<file path="src/rtl/uart_rx_oversampled.sv">
`default_nettype none
// ============================================================================
// Module   : uart_rx_oversampled
// Brief    : 8N1-style UART receiver driven by an oversample tick enable.
// Revision : 1.0
// ============================================================================

module uart_rx_oversampled #(
    parameter int DATA_BITS   = 8,
    parameter int OVERSAMPLE  = 16,
    parameter int SYNC_STAGES = 2
) (
    input  logic                 clk,
    input  logic                 reset,
    input  logic                 rxTick,
    input  logic                 rx,
    output logic [DATA_BITS-1:0] rxData,
    output logic                 rxValid,
    output logic                 frameError,
    output logic                 busy
);

    localparam int TW = $clog2(OVERSAMPLE);
    localparam int BW = $clog2(DATA_BITS + 1);
    localparam logic [TW-1:0] c_TICK_MID  = TW'(OVERSAMPLE / 2 - 1);
    localparam logic [TW-1:0] c_TICK_LAST = TW'(OVERSAMPLE - 1);
    localparam logic [BW-1:0] c_BIT_LAST  = BW'(DATA_BITS - 1);

    typedef enum logic [2:0] {
        S_IDLE  = 3'd0,
        S_START = 3'd1,
        S_DATA  = 3'd2,
        S_STOP  = 3'd3,
        S_BREAK = 3'd4
    } state_t;

    state_t                 r_state, w_state_nxt;
    logic [TW-1:0]          r_tick, w_tick_nxt;
    logic [BW-1:0]          r_bit, w_bit_nxt;
    logic [DATA_BITS-1:0]   r_shift, w_shift_nxt;
    logic [DATA_BITS-1:0]   r_data, w_data_nxt;
    logic                   r_valid, w_valid_nxt;
    logic                   r_ferr, w_ferr_nxt;
    logic [SYNC_STAGES-1:0] r_sync;
    logic                   w_rx_sync;

    // Synchronizer resets to all-ones so a reset never looks like a start edge.
    always_ff @(posedge clk) begin
        if (reset) begin
            r_sync <= '1;
        end else begin
            r_sync <= {r_sync[SYNC_STAGES-2:0], rx};
        end
    end

    assign w_rx_sync = r_sync[SYNC_STAGES-1];

    always_ff @(posedge clk) begin
        if (reset) begin
            r_state <= S_IDLE;
            r_tick  <= '0;
            r_bit   <= '0;
            r_shift <= '0;
            r_data  <= '0;
            r_valid <= 1'b0;
            r_ferr  <= 1'b0;
        end else begin
            r_state <= w_state_nxt;
            r_tick  <= w_tick_nxt;
            r_bit   <= w_bit_nxt;
            r_shift <= w_shift_nxt;
            r_data  <= w_data_nxt;
            r_valid <= w_valid_nxt;
            r_ferr  <= w_ferr_nxt;
        end
    end

    always_comb begin
        w_state_nxt = r_state;
        w_tick_nxt  = r_tick;
        w_bit_nxt   = r_bit;
        w_shift_nxt = r_shift;
        w_data_nxt  = r_data;
        w_valid_nxt = 1'b0;
        w_ferr_nxt  = 1'b0;
        if (rxTick) begin
            case (r_state)
                S_IDLE: begin
                    if (!w_rx_sync) begin
                        w_state_nxt = S_START;
                        w_tick_nxt  = '0;
                    end
                end
                S_START: begin
                    if (r_tick == c_TICK_MID) begin
                        w_tick_nxt  = '0;
                        w_bit_nxt   = '0;
                        w_state_nxt = w_rx_sync ? S_IDLE : S_DATA;
                    end else begin
                        w_tick_nxt = r_tick + 1'b1;
                    end
                end
                S_DATA: begin
                    if (r_tick == c_TICK_LAST) begin
                        w_shift_nxt = {w_rx_sync, r_shift[DATA_BITS-1:1]};
                        w_tick_nxt  = '0;
                        w_bit_nxt   = r_bit + 1'b1;
                        if (r_bit == c_BIT_LAST) begin
                            w_state_nxt = S_STOP;
                        end
                    end else begin
                        w_tick_nxt = r_tick + 1'b1;
                    end
                end
                S_STOP: begin
                    if (r_tick == c_TICK_LAST) begin
                        w_tick_nxt = '0;
                        if (w_rx_sync) begin
                            w_data_nxt  = r_shift;
                            w_valid_nxt = 1'b1;
                            w_state_nxt = S_IDLE;
                        end else begin
                            w_ferr_nxt  = 1'b1;
                            w_state_nxt = S_BREAK;
                        end
                    end else begin
                        w_tick_nxt = r_tick + 1'b1;
                    end
                end
                S_BREAK: begin
                    // Held-low line must return high before a new start is armed.
                    if (w_rx_sync) begin
                        w_state_nxt = S_IDLE;
                    end
                end
                default: begin
                    w_state_nxt = S_IDLE;
                end
            endcase
        end
    end

    assign rxData     = r_data;
    assign rxValid    = r_valid;
    assign frameError = r_ferr;
    assign busy       = (r_state != S_IDLE);

endmodule

`default_nettype wire

</file>
<file path="config.mk">
export PLATFORM = sky130hd
export DESIGN_NAME = uart_rx_oversampled
export DESIGN_NICKNAME = d
export VERILOG_FILES = /design/src/rtl/uart_rx_oversampled.sv
export SDC_FILE = /design/constraint.sdc
export NUM_CORES = 1
export LEC_CHECK = 0
export BUFFER_PORTS_ARGS = -buffer_cell sky130_fd_sc_hd__buf_2
export CAP_MARGIN = 20
export CORE_AREA = 2 2 70 72
export CTS_BUF_LIST = sky130_fd_sc_hd__clkbuf_4 sky130_fd_sc_hd__clkbuf_8
export CTS_CLUSTER_DIAMETER = 30
export DETAILED_ROUTE_END_ITERATION = 12
export DIE_AREA = 0 0 72 74
export MAX_ROUTING_LAYER = met4
export PLACE_DENSITY_LB_ADDON = 0.3
export SLEW_MARGIN = 20
export SYNTH_ARGS = -nofsm -noshare
export SYNTH_HDL_FRONTEND = slang
export SYNTH_SLANG_ARGS = --single-unit
</file>
<file path="constraint.sdc">
create_clock -name clk -period 4.05 [get_ports clk]
set_input_delay 0.2025 -clock clk [delete_from_list [all_inputs] [get_ports clk]]
set_output_delay 0.2025 -clock clk [all_outputs]
set_load 0.1 [all_outputs]
</file>
==> run_results.csv, run 1 <==
group,metric,value,unit
run_status,run_status,"finished clean",
clock_network,latest_clock_arrival_within_the_worst_skew_pair,0.28,ns
worst_setup_path,critical_path.reg2reg.endpoint,"r_bit[3]$_SDFFE_PP0P_",
clock_network,number_of_sinks_handled_by_clock_tree_synthesis,31,
route,ant_nets,0,
place,dp_hpwl,1680,um
worst_setup_path,setup.worst_path.class,"reg2reg",
finish,n_antenna_cell,0,
worst_setup_path,timing.critical_path.to_type,"register",
min_path,hold_depth,2,
floorplan,io_pins,15,
worst_setup_path,worstSetupStartpointType,"register",
power_and_ir_drop,leakagePower,0.548,nW
clock_network,buffer_count_from_post_cts_setup_fixing,0,
place,placement.setup.worst_slack,1.81,ns
worst_setup_path,worst_endpoint_required_time,4.24,ns
timing,fin_tns_setup,0,ns
timing,finalMaxSlewViolations,0,
synth,yosysSeqAreaShare,0.469,
worst_setup_path,path_delay_family,"simple AND/OR/NAND/NOR gates",
clock_network,ctsHoldBuffers,0,
finish,fin_nets,169,
finish,multi_input_comb_area,657,um^2
timing,rsz_0062_raised_after_global_routing,"false",
route,detailedRoute.firstPassIterationCount,4,
timing,max_slew.worst_pin.slew,1.02,ns
global_routing,vias_in_the_first_global_route,994,
finish,layout.area.seq,621,um^2
global_routing,grt.overflow.total,0,
worst_setup_path,critical_path_peak_fanout,11,
finish,synth_to_final_area_change,13.9,%
finish,mostFrequentLayoutCell,"sky130_fd_sc_hd__dfxtp_1",
worst_setup_path,rrSetupSlack,1.77,ns
route,drt-total-wl,2480,um
worst_setup_path,cp.arrival,2.48,ns
timing,hold_slack,0.111,ns
min_path,hold_path_end,"r_sync[0]$_SDFF_PP1_",
synth,post_synthesis_share_of_cell_area_spent_on_full_adders_half_adders_and_majority_gates,0.0189,
floorplan,floorplan.initialDensity,0.288,
timing,finalClockSkew,0.00506,ns
timing,final.setup.worst_slack,1.77,ns
global_routing,global_route_wire_length_before_repair,4450,um
clock_network,cts_htree_levels,2,
route,routed_via_density,4.86,
timing,final_setup_viols,0,
place,place.port_buffers,14,
global_routing,antenna_found_initial,0,
synth,synth_xor_xnor_area_share,0.0132,
synth,synth_area_per_cell,8.76,um^2
min_path,hold_path.class,"in2reg",
route,initialDrtViolationCount,48,
route,vias,1055,
global_routing,grt_start_max_net_pins,32,
timing,final.min_clock_period,2.28,ns
power_and_ir_drop,power-per-cell-area,381,nW/um^2
synth,main_combinational_cell_family_by_area_after_synthesis,"simple AND/OR/NAND/NOR gates",
synth,synth-compound-area-share,0.149,
flow_run,number_of_max_cap_violations,0,
synth,yosysUniqueCellTypes,40,
clock_network,cts_root_buffer,"sky130_fd_sc_hd__clkbuf_8",
floorplan,core.rowCount,25,
place,gp_congestion,0.845,
worst_setup_path,r2r_cells,4,
clock_network,clock_tree.buffer_depth,2,
finish,mostFrequentLayoutCells,"31 x sky130_fd_sc_hd__dfxtp_1, 22 x sky130_fd_sc_hd__nand2_1, 15 x sky130_fd_sc_hd__nor2_1",
min_path,min-delay-start,"rx",
global_routing,track_usage,0.112,
worst_setup_path,crit_chain,"or3b_1 -> nor2_1 -> a41oi_1 -> a311oi_1",
timing,clock.fmax,438,MHz
synth,postSynthNetCount,157,
timing,max_slew_margin,0.315,
floorplan,dieHeight,74,um
worst_setup_path,worstReg2RegStart,"r_state[1]$_SDFFE_PP0P_",
synth,synth_simple_gate_area_share,0.254,
clock_network,cts-buffers-inserted,5,
timing,hold_violations,0,
place,numPlacedInstances,210,
floorplan,core_footprint,4600,um^2
clock_network,cts_repair_resize_count,0,
route,drcViolationCount,0,
worst_setup_path,critical_path.n_buffers_inverters,0,
clock_network,cts.clk_slew.worst_paths,0.06,ns
synth,syn-instance-count,151,
finish,finish.cell_count_without_fillers,217,
route,post_drt_wl_per_cell,11.4,um
floorplan,design.die.area,5330,um^2
worst_setup_path,critical_path_depth,4,
power_and_ir_drop,ir_worst_vdd,0.103,mV
worst_setup_path,cp_slowest_cell,"sky130_fd_sc_hd__nor2_1",
floorplan,die-width,72,um
synth,yosys_warnings,0,
synth,ys_seq_elements,31,
synth,synthMuxAreaShare,0.0605,
finish,drive_above_1_share,0.160,
worst_setup_path,max_stage_delay,0.81,ns
finish,fill_cells,483,
synth,post_synth_instance_area,1320,um^2
timing,fin_crit_sh,0.564,
clock_network,tritoncts,"done",
-- power breakdown --
part,internal (W),switching (W)
combinational,0.00000670,0.0000167
sequential,0.000307,0.00000247
clock,0.000133,0.000108
-- metal layers --
layer	vias up	wire, um	GRT usage
li1	557	-	-
met1	475	1230	0.133
met2	19	1100	0.170
met3	4	99	0.0407
met4	0	55	0.0503
met5	-	0	-
-- cells in the mapped netlist (all sizes together) --
cell type | n | share of area
nand4 | 1 | 0.0047
mux2i | 8 | 0.061
or3 | 4 | 0.020
nand2 | 22 | 0.062
nor3b | 2 | 0.011
and3b | 2 | 0.014
a311o | 1 | 0.0076
or3b | 1 | 0.0066
a21oi | 14 | 0.053
nor3 | 2 | 0.0076
a31o | 1 | 0.0066
nor4 | 2 | 0.0095
xor2 | 1 | 0.0066
inv | 1 | 0.0028
a41oi | 1 | 0.0066
or2 | 2 | 0.0095
o21a | 1 | 0.0057
a311oi | 2 | 0.013
or4 | 1 | 0.0057
o211ai | 1 | 0.0057
o2111ai | 1 | 0.0066
ha | 2 | 0.019
nor2b | 1 | 0.0047
o21ai | 4 | 0.015
buf | 4 | 0.017
o2111a | 1 | 0.0085
clkbuf | 5 | 0.014
nor2 | 15 | 0.043
a21o | 1 | 0.0057
a31oi | 2 | 0.0095
nand4bb | 1 | 0.0085
dfxtp | 31 | 0.47
nand3 | 6 | 0.023
nand3b | 1 | 0.0057
xnor2 | 1 | 0.0066
a211oi | 1 | 0.0057
nand2b | 4 | 0.019
-- logic make-up after synthesis --
logic type	count (synthesis)
AOI/OAI and AO/OA	31
xor gates and xnor gates	2
adders and majority gates	2
buffers and inverters	10
DFF	31
muxes	8
and+or+nand+nor	67
-- through the flow --
step | cell area, um^2 | total power [W] | util
6_report | 1510 | 0.000574 | 0.328
5_1_grt | 1510 | 0.000597 | 0.328
4_1_cts | 1510 | 0.000582 | 0.328
3_5_place_dp | 1420 | 0.000340 | 0.309
3_3_place_gp | 1420 | 0.000340 | 0.309
2_1_floorplan | 1320 | 0.000334 | -
-- worst register-to-register path: cells and delay by family (launching register included) --
| kind | cells | cell delay [ns] |
|---|---|---|
| flip-flops | 1 | 0.47 |
| AND/OR/NAND/NOR | 2 | 1.26 |
| AO/OA/AOI/OAI | 2 | 0.46 |
-- how the worst max path moves through the flow --
| stage | end | start | slack [ns] |
|---|---|---|---|
| 2_1_floorplan | r_shift[0]$_SDFFE_PP0P_ | r_state[2]$_SDFFE_PP0P_ | 2.44 |
| 3_3_place_gp | r_bit[3]$_SDFFE_PP0P_ | r_tick[0]$_SDFFE_PP0P_ | 1.84 |
| 3_5_place_dp | r_bit[3]$_SDFFE_PP0P_ | r_state[1]$_SDFFE_PP0P_ | 1.81 |
| 4_1_cts | r_bit[3]$_SDFFE_PP0P_ | r_state[1]$_SDFFE_PP0P_ | 1.74 |
| 5_1_grt | r_bit[3]$_SDFFE_PP0P_ | r_tick[0]$_SDFFE_PP0P_ | 1.49 |
| 6_report | r_bit[3]$_SDFFE_PP0P_ | r_state[1]$_SDFFE_PP0P_ | 1.77 |
-- area by class of cell --
cell class	count	share of cell area
Clock inverter	1	0.00332
Inverter	1	0.00249
Clock buffer	6	0.0548
Multi-Input combinational cell	110	0.436
Sequential cell	31	0.412
Tap cell	54	0.0449
Timing Repair Buffer	14	0.0465
-- registers in the layout (all words and copies together), names as in the netlist --
name,flops
r_state,3
r_bit,4
r_shift,8
r_tick,4
rxData,8
r_sync,2
frameError,1
rxValid,1
Note: power is estimated with default switching activity, not from simulation.
==> inputs of run 2 (changes only) <==
ABC_AREA = 1   (was not set)
CORE_AREA = 2 2 73 75   (was 2 2 70 72)
DIE_AREA = 0 0 75 77   (was 0 0 72 74)
clock period = 2.3 ns   (was 4.05 ns; I/O delays follow)
==> run 2 against run 1 <==
Compared with the run above: global-route usage down 0.53 points; critical path type unchanged; critical path depth up 2; design area up 12%; worst setup slack worse by 0.99 ns; highest routed layer unchanged; register-to-register slack worse by 0.99 ns.
==> run_results.csv, run 2 <==
group,metric,value,unit
synth,synth_enable_flop_cells,0,
clock_network,cts-buffers-inserted,5,
synth,postSynthNetCount,190,
worst_setup_path,setup.worst_path.class,"reg2reg",
run_status,run_status,"finished clean",
worst_setup_path,cp.arrival,1.68,ns
route,post_drt_wl_per_cell,9.61,um
synth,yosysUniqueCellTypes,31,
clock_network,number_of_sinks_handled_by_clock_tree_synthesis,31,
place,gp_congestion,0.781,
timing,finalMaxSlewViolations,0,
route,ant_nets,0,
floorplan,floorplan.initialDensity,0.295,
min_path,hold_path.class,"in2reg",
timing,final.min_clock_period,1.52,ns
finish,mostFrequentLayoutCells,"31 x sky130_fd_sc_hd__dfxtp_1, 25 x sky130_fd_sc_hd__inv_1, 21 x sky130_fd_sc_hd__a21oi_1",
global_routing,track_usage,0.107,
synth,yosysSeqAreaShare,0.423,
synth,synth_flop_cell,"sky130_fd_sc_hd__dfxtp_1",
route,routed_via_density,4.24,
finish,synth_to_final_area_change,15.4,%
worst_setup_path,critical_path_peak_fanout,16,
flow_run,number_of_max_cap_violations,0,
synth,ys_seq_elements,31,
finish,design_area,1690,um^2
global_routing,grt.overflow.total,0,
synth,synth.top_cells.by_area,"sky130_fd_sc_hd__dfxtp_1 42%, sky130_fd_sc_hd__a21oi_1 7.2%, sky130_fd_sc_hd__inv_1 6.4%",
place,place.port_buffers,14,
synth,ys_top_cells_by_count,"31 x sky130_fd_sc_hd__dfxtp_1, 25 x sky130_fd_sc_hd__inv_1, 21 x sky130_fd_sc_hd__a21oi_1",
clock_network,cts.clk_slew.worst_paths,0.06,ns
floorplan,die-width,75,um
floorplan,core_footprint,4980,um^2
synth,syn-instance-count,184,
route,initialDrtViolationCount,21,
clock_network,cts_root_buffer,"sky130_fd_sc_hd__clkbuf_8",
route,detailedRoute.firstPassIterationCount,4,
timing,max_slew_margin,0.608,
route,drt-total-wl,2600,um
place,dpl-instance-area,1590,um^2
power_and_ir_drop,power-per-cell-area,1050,nW/um^2
floorplan,core.rowCount,26,
timing,fin_tns_setup,0,ns
clock_network,cts_repair_resize_count,0,
clock_network,buffer_count_from_post_cts_setup_fixing,0,
clock_network,clock_tree.buffer_depth,2,
route,vias,1148,
worst_setup_path,worst_endpoint_required_time,2.46,ns
timing,rsz_0062_raised_after_global_routing,"false",
route,drcViolationCount,0,
timing,clock.fmax,656,MHz
finish,drive_above_1_share,0.269,
timing,finalClockSkew,0.00603,ns
finish,mostFrequentLayoutCell,"sky130_fd_sc_hd__dfxtp_1",
power_and_ir_drop,ir_worst_vdd,0.480,mV
power_and_ir_drop,leakagePower,0.660,nW
global_routing,vias_in_the_first_global_route,1031,
floorplan,design.die.area,5780,um^2
synth,synth_area_per_cell,7.98,um^2
clock_network,cts_htree_levels,2,
clock_network,latest_clock_arrival_within_the_worst_skew_pair,0.28,ns
synth,synthMostInstantiatedCell,"sky130_fd_sc_hd__dfxtp_1",
floorplan,io_pins,15,
synth,post_synth_instance_area,1470,um^2
timing,final_setup_viols,0,
global_routing,global_route_wire_length_before_repair,4640,um
finish,fin_nets,206,
worst_setup_path,r2r_cells,6,
synth,async_reset_ff_frac,0,
finish,n_antenna_cell,0,
worst_setup_path,timing.critical_path.to_type,"register",
timing,final.setup.worst_slack,0.777,ns
clock_network,ctsHoldBuffers,0,
worst_setup_path,worstSetupStartpointType,"register",
timing,fin_crit_sh,0.662,
finish,final_cell_utilization_of_the_core,0.340,
min_path,hold_depth,2,
floorplan,dieHeight,77,um
synth,yosys_warnings,0,
timing,hold_violations,0,
global_routing,antenna_found_initial,0,
place,placement.setup.worst_slack,0.758,ns
clock_network,tritoncts,"done",
timing,max_slew.worst_pin.slew,0.588,ns
synth,post-synth-top-area-fraction,0.423,
synth,yosys_top_cell_by_area,"sky130_fd_sc_hd__dfxtp_1",
place,dp_hpwl,1910,um
global_routing,grt_start_max_net_pins,22,
==> run 2: cell count changes after synthesis, sizes merged, moves of 3 or more <==
cell | before | now
or3 | 4 | 0
clkbuf | 5 | 2
o21ai | 4 | 19
nand3 | 6 | 14
a21oi | 14 | 25
mux2i | 8 | 0
nor3 | 2 | 5
nand2b | 4 | 0
inv | 1 | 32
==> run 2: metal layers <==
layer	track usage	vias up	part of all wire
li1	-	627	-
met3	0.0434	2	0.036
met2	0.151	14	0.43
met5	-	-	0
met1	0.136	505	0.53
met4	0.0375	0	0.0081
==> run 2: cells by family (layout without fill, tap and decap cells) <==
logic type / Yosys count / in the layout / synth area share
buf+inv: 37 / 54 / 0.109
simple gates: 66 / 66 / 0.249
fa+ha+maj: 2 / 2 / 0.0170
flops: 31 / 31 / 0.423
compound gates: 46 / 46 / 0.190
xor+xnor: 2 / 2 / 0.0119
==> run 2: through the flow <==
stage                     hold slack, ns  power (W)  cells
after detailed placement           0.299    0.00133    263
after floorplan                    0.219    0.00122    184
final                             0.0184    0.00178    271
after global placement             0.300    0.00133    263
after CTS                        0.00652    0.00180    271
after global routing              0.0197    0.00190    271
==> run 2: final cells by class <==
class	count	area [um^2]
fill	539	3280
multi-input combinational	116	687
sequential	31	621
inverter	32	125
clock buffer	8	104
tap	70	87.6
timing repair buffer	14	70.1
==> run 2: power by group <==
group	internal, W	total [W]	switching (W)	leakage, nW
Sequential	0.000583	0.000650	0.0000667	0.251
Combinational	0.000180	0.000657	0.000478	0.354
Clock	0.000285	0.000475	0.000191	0.0549
==> run 2: critical path, stage by stage, from the launching register on <==
cell and delay (ns):
sky130_fd_sc_hd__dfxtp_1 0.35, sky130_fd_sc_hd__ha_1 0.22, sky130_fd_sc_hd__nand3_1 0.17, sky130_fd_sc_hd__inv_2 0.15
sky130_fd_sc_hd__nand4_4 0.24, sky130_fd_sc_hd__o21ai_0 0.23, sky130_fd_sc_hd__a21oi_1 0.06
==> run 2: path summary, 6_finish.rpt <==
| path | start | endpoint | slack (ns) |
|---|---|---|---|
| min reg2reg | r_sync[0]$_SDFF_PP1_ | r_sync[1]$_SDFF_PP1_ | 0.42 |
| min | rx | r_sync[0]$_SDFF_PP1_ | 0.02 |
| max reg2reg | r_tick[0]$_SDFFE_PP0P_ | rxData[3]$_SDFFE_PP0P_ | 0.78 |
| max | r_tick[0]$_SDFFE_PP0P_ | rxData[3]$_SDFFE_PP0P_ | 0.78 |
